## src/rtl/fuzzy_pi_driver_if.sv

```systemverilog
// fuzzy_pi_driver_if: start/operand/result handshake between the PI driver and the serial fuzzy core.
interface fuzzy_pi_driver_if #(parameter int N = 16);
    logic         fz_start;
    logic [N-1:0] fz_x;
    logic [N-1:0] fz_y;
    logic [N-1:0] fz_out;
    logic         fz_rdy;
    modport master (output fz_start, fz_x, fz_y, input fz_out, fz_rdy);
    modport slave (input fz_start, fz_x, fz_y, output fz_out, fz_rdy);
endinterface

```

## src/rtl/fuzzy_pi_driver.sv

```systemverilog
// fuzzy_pi_driver: samples sp/fb, drives the fuzzy core, integrates its increment into u.
// Define FUZZY_DRV_DEADBAND_EN to skip the core when |e| < DEADBAND.
module fuzzy_pi_driver #(
    parameter int N        = 16,
    parameter int KE_SH    = 0,
    parameter int KDE_SH   = 0,
    parameter int OUT_SH   = 0,
    parameter int TIMEOUT  = 1024,
    parameter int DEADBAND = 16
) (
    input  logic              clk,
    input  logic              rst,
    input  logic              tick,
    input  logic [N-1:0]      sp,
    input  logic [N-1:0]      fb,
    fuzzy_pi_driver_if.master fz,
    output logic [N-1:0]      u,
    output logic              u_valid,
    output logic              busy,
    output logic              overrun,
    output logic              timeout_err
);
    localparam int W  = 2 * N;
    localparam int CW = $clog2(TIMEOUT);
    localparam logic signed [W-1:0] MAXV = {{(N+1){1'b0}}, {(N-1){1'b1}}};
    localparam logic signed [W-1:0] MINV = {{(N+1){1'b1}}, {(N-1){1'b0}}};
`ifdef FUZZY_DRV_DEADBAND_EN
    localparam logic DB_EN = 1'b1;
`else
    localparam logic DB_EN = 1'b0;
`endif

    typedef enum logic [1:0] {IDLE, WAIT, ACC} state_t;

    state_t        state, state_n;
    logic [CW-1:0] cnt, cnt_n;
    logic          start, start_n, u_valid_n, overrun_n, terr_n, dead;
    logic [N-1:0]  x, x_n, y, y_n, e_cur, e_cur_n, e_prev, e_prev_n, inc, inc_n, u_n, e, de;

    function automatic logic signed [W-1:0] ext(input logic [N-1:0] a);
        return {{N{a[N-1]}}, a};
    endfunction

    function automatic logic [N-1:0] sat(input logic signed [W-1:0] v);
        return v > MAXV ? MAXV[N-1:0] : v < MINV ? MINV[N-1:0] : v[N-1:0];
    endfunction

    // Wide intermediates keep every difference and shift exact before clamping
    assign e    = sat(ext(sp) - ext(fb));
    assign de   = sat(ext(e) - ext(e_prev));
    assign dead = DB_EN && ((e[N-1] ? -ext(e) : ext(e)) < W'(DEADBAND));
    assign busy = state != IDLE;

    assign fz.fz_start = start;
    assign fz.fz_x     = x;
    assign fz.fz_y     = y;

    always_comb begin
        state_n   = state;
        cnt_n     = cnt;
        start_n   = 1'b0;
        x_n       = x;
        y_n       = y;
        e_cur_n   = e_cur;
        e_prev_n  = e_prev;
        inc_n     = inc;
        u_n       = u;
        u_valid_n = 1'b0;
        overrun_n = tick && state != IDLE;
        terr_n    = timeout_err;
        case (state)
            IDLE: if (tick) begin
                x_n     = sat(ext(e) <<< KE_SH);
                y_n     = sat(ext(de) <<< KDE_SH);
                e_cur_n = e;
                cnt_n   = '0;
                inc_n   = '0;
                start_n = !dead;
                state_n = dead ? ACC : WAIT;
            end
            // The cycle carrying fz_start cannot also accept a result
            WAIT: if (fz.fz_rdy && !start) begin
                inc_n   = fz.fz_out;
                state_n = ACC;
            end else if (cnt == CW'(TIMEOUT - 1)) begin
                terr_n  = 1'b1;
                state_n = IDLE;
            end else begin
                cnt_n = cnt + 1'b1;
            end
            ACC: begin
                u_n       = sat(ext(u) + (ext(inc) >>> OUT_SH));
                e_prev_n  = e_cur;
                u_valid_n = 1'b1;
                terr_n    = 1'b0;
                state_n   = IDLE;
            end
            default: state_n = IDLE;
        endcase
    end

    always_ff @(posedge clk or posedge rst) begin
        if (rst) begin
            state       <= IDLE;
            cnt         <= '0;
            start       <= 1'b0;
            x           <= '0;
            y           <= '0;
            e_cur       <= '0;
            e_prev      <= '0;
            inc         <= '0;
            u           <= '0;
            u_valid     <= 1'b0;
            overrun     <= 1'b0;
            timeout_err <= 1'b0;
        end else begin
            state       <= state_n;
            cnt         <= cnt_n;
            start       <= start_n;
            x           <= x_n;
            y           <= y_n;
            e_cur       <= e_cur_n;
            e_prev      <= e_prev_n;
            inc         <= inc_n;
            u           <= u_n;
            u_valid     <= u_valid_n;
            overrun     <= overrun_n;
            timeout_err <= terr_n;
        end
    end
endmodule

```

## src/flat_wrapper.sv

```systemverilog
// flat-port wrapper written by rule: the top's interface ports become plain ports
module fuzzy_pi_driver_flat 
#(
    parameter int N        = 16,
    parameter int KE_SH    = 0,
    parameter int KDE_SH   = 0,
    parameter int OUT_SH   = 0,
    parameter int TIMEOUT  = 1024,
    parameter int DEADBAND = 16
)
  (clk, rst, tick, sp, fb, u, u_valid, busy, overrun, timeout_err, fz_fz_start, fz_fz_x, fz_fz_y, fz_fz_out, fz_fz_rdy);
  fuzzy_pi_driver_if #(.N(N)) fz_i ();
  input  logic clk;
  input  logic rst;
  input  logic tick;
  input  logic [N-1:0] sp;
  input  logic [N-1:0] fb;
  output logic [N-1:0] u;
  output logic u_valid;
  output logic busy;
  output logic overrun;
  output logic timeout_err;
  output wire logic [$bits(fz_i.fz_start)-1:0] fz_fz_start;
  output wire logic [$bits(fz_i.fz_x)-1:0] fz_fz_x;
  output wire logic [$bits(fz_i.fz_y)-1:0] fz_fz_y;
  input wire logic [$bits(fz_i.fz_out)-1:0] fz_fz_out;
  input wire logic [$bits(fz_i.fz_rdy)-1:0] fz_fz_rdy;
  assign fz_fz_start = fz_i.fz_start;
  assign fz_fz_x = fz_i.fz_x;
  assign fz_fz_y = fz_i.fz_y;
  assign fz_i.fz_out = fz_fz_out;
  assign fz_i.fz_rdy = fz_fz_rdy;
  fuzzy_pi_driver #(.N(N), .KE_SH(KE_SH), .KDE_SH(KDE_SH), .OUT_SH(OUT_SH), .TIMEOUT(TIMEOUT), .DEADBAND(DEADBAND)) u_core (.clk(clk), .rst(rst), .tick(tick), .sp(sp), .fb(fb), .fz(fz_i), .u(u), .u_valid(u_valid), .busy(busy), .overrun(overrun), .timeout_err(timeout_err));
endmodule
```

## config.mk

```make
export PLATFORM = sky130hd
export DESIGN_NAME = fuzzy_pi_driver_flat
export DESIGN_NICKNAME = d
export VERILOG_FILES = /design/src/rtl/fuzzy_pi_driver_if.sv /design/src/rtl/fuzzy_pi_driver.sv /design/src/flat_wrapper.sv
export SDC_FILE = /design/constraint.sdc
export NUM_CORES = 1
export LEC_CHECK = 0
export ABC_AREA = 1
export BUFFER_PORTS_ARGS = -buffer_cell sky130_fd_sc_hd__buf_2
export CAP_MARGIN = 20
export CORE_MARGIN = 5
export CORE_UTILIZATION = 35
export DETAILED_ROUTE_END_ITERATION = 6
export PLACE_DENSITY = 0.54
export SLEW_MARGIN = 20
export SYNTH_ARGS = -nofsm -noshare
export SYNTH_HDL_FRONTEND = slang
export SYNTH_SLANG_ARGS = --single-unit
export TNS_END_PERCENT = 10
```

## constraint.sdc

```tcl
create_clock -name clk -period 4.4 [get_ports clk]
set_input_delay 0.44 -clock clk [delete_from_list [all_inputs] [get_ports clk]]
set_output_delay 0.44 -clock clk [all_outputs]
set_load 0.01 [all_outputs]
```

==> results.sh <==
export IMPL_synth_mux_area_share_pct=0
export IMPL_syn_nets=1256
export IMPL_fin_crit_ps=3790
export IMPL_postCtsHoldBufs=0
export IMPL_synth_seq_area_share_pct=35.9
export IMPL_stdcell_count=1531
export IMPL_synthSimpleGateAreaFrac_pct=35.9
export IMPL_final_setup_tns_ps=0
export IMPL_synth_seq_cells=112
export IMPL_cts_root_buf="clkbuf_16"
export IMPL_seq_power_share_pct=28.0
export IMPL_syn2layout_area_growth_pct=13.9
export IMPL_die_area_um2=25400
export IMPL_p_switching_w=0.00295
export IMPL_path_max_fanout=16
export IMPL_tightest_slew_ps=961
export IMPL_slew_headroom_pct=35.9
export IMPL_hp_class="input port to async pin"
export IMPL_postRouteAntennaNets=0
export IMPL_core_area_um2=21900
export IMPL_cts_buffers=9
export IMPL_synth_most_common_cell="nand2_1"
export IMPL_synth_top_flop_cell="dfrtp_1"
export IMPL_synthArstFlopShare_pct=100
export IMPL_synth_top_family_by_area="simple AND/OR/NAND/NOR gates"
export IMPL_synth_fa_ha_area_share_pct=8.95
export IMPL_grt_most_used_layer="met2"
export IMPL_combPwrFrac_pct=58.6
export IMPL_drc=0
export IMPL_synth_largest_area_cell="dfrtp_1"
export IMPL_ctsResizeCount=0
export IMPL_period_share_pct=86.2
export IMPL_die_x_um=159
export IMPL_met2_usage_pct=28.6
export IMPL_netlist_top_cells_area="dfrtp_1 (36%), nand2_1 (24%), inv_1 (8.5%)"
export IMPL_cp_arrival_ps=4040
export IMPL_vdd_drop_max_mv=0.239
export IMPL_hpwl_um=15000
export IMPL_end_kind="flip-flop"
export IMPL_multi_input_area_um2=4200
export IMPL_dp_cells=1515
export IMPL_crit_buf_inv=4
export IMPL_fmax_ghz=0.264
export IMPL_cts_tree="yes"
export IMPL_power_w=0.00605
export IMPL_postCtsSetupBuffers=0
export IMPL_grt_met1_usage_pct=19.1
export IMPL_routed_wl_um=19500
export IMPL_yosys_warnings=0
export IMPL_via_per_inst=4.52
export IMPL_crit_path_max_incr_delay_ps=400
export IMPL_setup_violations=0
export IMPL_die_height_um=159
export IMPL_rsz0062_at_grt="no"
export IMPL_syn_inst=1150
export IMPL_antenna_found_initial=0
export IMPL_ios=105
export IMPL_cts_sinks=112
export IMPL_synth_common_cells="nand2_1 (502), inv_1 (176), dfrtp_1 (112)"
export IMPL_cap_violations=0
export IMPL_cts_buffer_depth=2
export IMPL_synth_cell_types=35
export IMPL_rows=54
export IMPL_finClkSkew_ps=11.0
export IMPL_leakage_nw=5.34
export IMPL_track_usage_pct=15.7
export IMPL_overflow=0
export IMPL_worstSkewPairLatency_ps=360
export IMPL_synth_compound_area_share_pct=5.39
export IMPL_synth_xor_xnor_area_share_pct=3.48
export IMPL_crit_family="simple AND/OR/NAND/NOR gates"
export IMPL_p_per_area_nw_per_um2=681
export IMPL_synth_edf_count=0
export IMPL_p_int_w=0.00310
export IMPL_grt_pass1_wl_um=33500
export IMPL_start_util_pct=35.6
export IMPL_yosysTopAreaCellShare_pct=35.9
export IMPL_antennaDiodeCount=0
export IMPL_status="complete, no violations"
export IMPL_grtUsageMet3_pct=2.90
export IMPL_clkPwrFrac_pct=13.4
export IMPL_drt_iter0_markers=221
export IMPL_wl_per_cell_um=12.7
export IMPL_cp_required_ps=4650
export IMPL_worstSetupStartpointType="input port"
export IMPL_n_fill_cell=2405
export IMPL_fin_nets=1352
export IMPL_slew_viol_final=0
export IMPL_cts_clk_slew_worst_paths_ps=80
export IMPL_grt_pass1_vias=7013
export IMPL_switching_share_pct=48.7
export IMPL_critPathSlowestCell="fa_1"
export IMPL_hold_viol_final=0
export IMPL_critPathMostFrequentCell="nand2_1"
export IMPL_grt_max_degree=53
export IMPL_layout_drive_gt1_share_pct=14.2
export IMPL_dr_total_vias=6919
export IMPL_drt_pass1_iter_count=5
export IMPL_htree_levels=3
export IMPL_syn_area_per_cell_um2=6.78
export IMPL_syn_area_um2=7800
export IMPL_place_congestion=0.866
export IMPL_regArea_um2=2800
export IMPL_portBuffers=104
export IMPL_worst_setup_path_type="input port to flip-flop"
==> kinds of logic after synthesis <==
kind of cell	after synthesis
AND/OR/NAND/NOR	671
AO/OA/AOI/OAI	78
flip-flops	112
buffers and inverters	204
XOR/XNOR	31
adder cells (fa/ha/maj)	54
==> placed cells by master, fill, tap and decap left out, drive strengths merged <==
| cell | n |
|---|---|
| ha | 51 |
| a31oi | 2 |
| nand3 | 51 |
| clkbuf | 11 |
| o31ai | 3 |
| o21bai | 3 |
| nor2 | 44 |
| fa | 3 |
| nand4 | 12 |
| o21ai | 36 |
| and2 | 3 |
| nand3b | 4 |
| dfrtp | 112 |
| clkinvlp | 2 |
| a21oi | 33 |
| xnor2 | 2 |
| clkinv | 1 |
| nor3 | 14 |
| nand2 | 541 |
| xor2 | 29 |
| inv | 182 |
| or2 | 2 |
| buf | 109 |
| a32o | 1 |
==> through the flow <==
step | setup slack [ps] | hold slack [ps] | util (%) | cell area [µm²]
floorplan | 659 | 442 | - | 7800
global placement | 286 | 461 | 39.2 | 8580
detailed placement | 200 | 460 | 39.2 | 8590
CTS | 565 | 73.2 | 40.6 | 8880
global route | 77.8 | 97.2 | 40.6 | 8880
finish | 606 | 61.0 | 40.6 | 8880
==> final timing paths <==
kind | from | end | slack (ps) | cells past startpoint
worst max-delay path | sp[0] | u_core.fz.fz_y[12] | 610 | 30
worst min-delay path | rst | u_core.inc[1] | 60 | 2
worst max register to register | u_core.u[0] | u_core.u[14] | 1560 | 13
worst min register to register | u_core.fz.fz_y[1] | u_core.fz.fz_y[1] | 480 | 2
max in group asynchronous | rst | u_core.fz.fz_x[8] | 3430 | 3
min in group clk | fz_fz_out[2] | u_core.inc[2] | 310 | 3
==> flip-flops by register name, summed over array words and instances, names as in the netlist <==
signal,cells
u_core.cnt,10
u_core.e_cur,16
u_core.e_prev,16
u_core.fz.fz_start,1
u_core.fz.fz_x,16
u_core.fz.fz_y,16
u_core.inc,16
u_core.overrun,1
u_core.state,2
u_core.timeout_err,1
u_core.u,16
u_core.u_valid,1
==> power by group through the flow <==
stage | clock (W) | sequential (W) | combinational, W
3_3_place_gp | 0 | 0.00171 | 0.00357
5_1_grt | 0.000882 | 0.00175 | 0.00412
3_5_place_dp | 0 | 0.00171 | 0.00360
6_report | 0.000812 | 0.00169 | 0.00354
4_1_cts | 0.000851 | 0.00170 | 0.00362
2_1_floorplan | 0 | 0.00177 | 0.00255
==> metal layers <==
metal	share of wire, %	wire length, µm	vias up
li1	-	-	3701
met1	46	8930	3112
met2	50	9700	84
met3	2.7	531	22
met4	1.5	301	0
met5	0	0	-
==> worst reg2reg max path, delay by kind of cell (launching register included) <==
family,cells,cell delay (ps)
adders and majority gates,2,630
and+or+nand+nor,11,1740
DFF,1,400
==> area by class of cell <==
type	count	area share (%)
tap	280	3.94
clock inverter	5	0.423
timing repair buffer	109	6.28
multi-input combinational	834	47.3
sequential	112	31.6
clock buffer	11	2.85
inverter	180	7.63
Note: power is estimated with default switching activity, not from simulation.
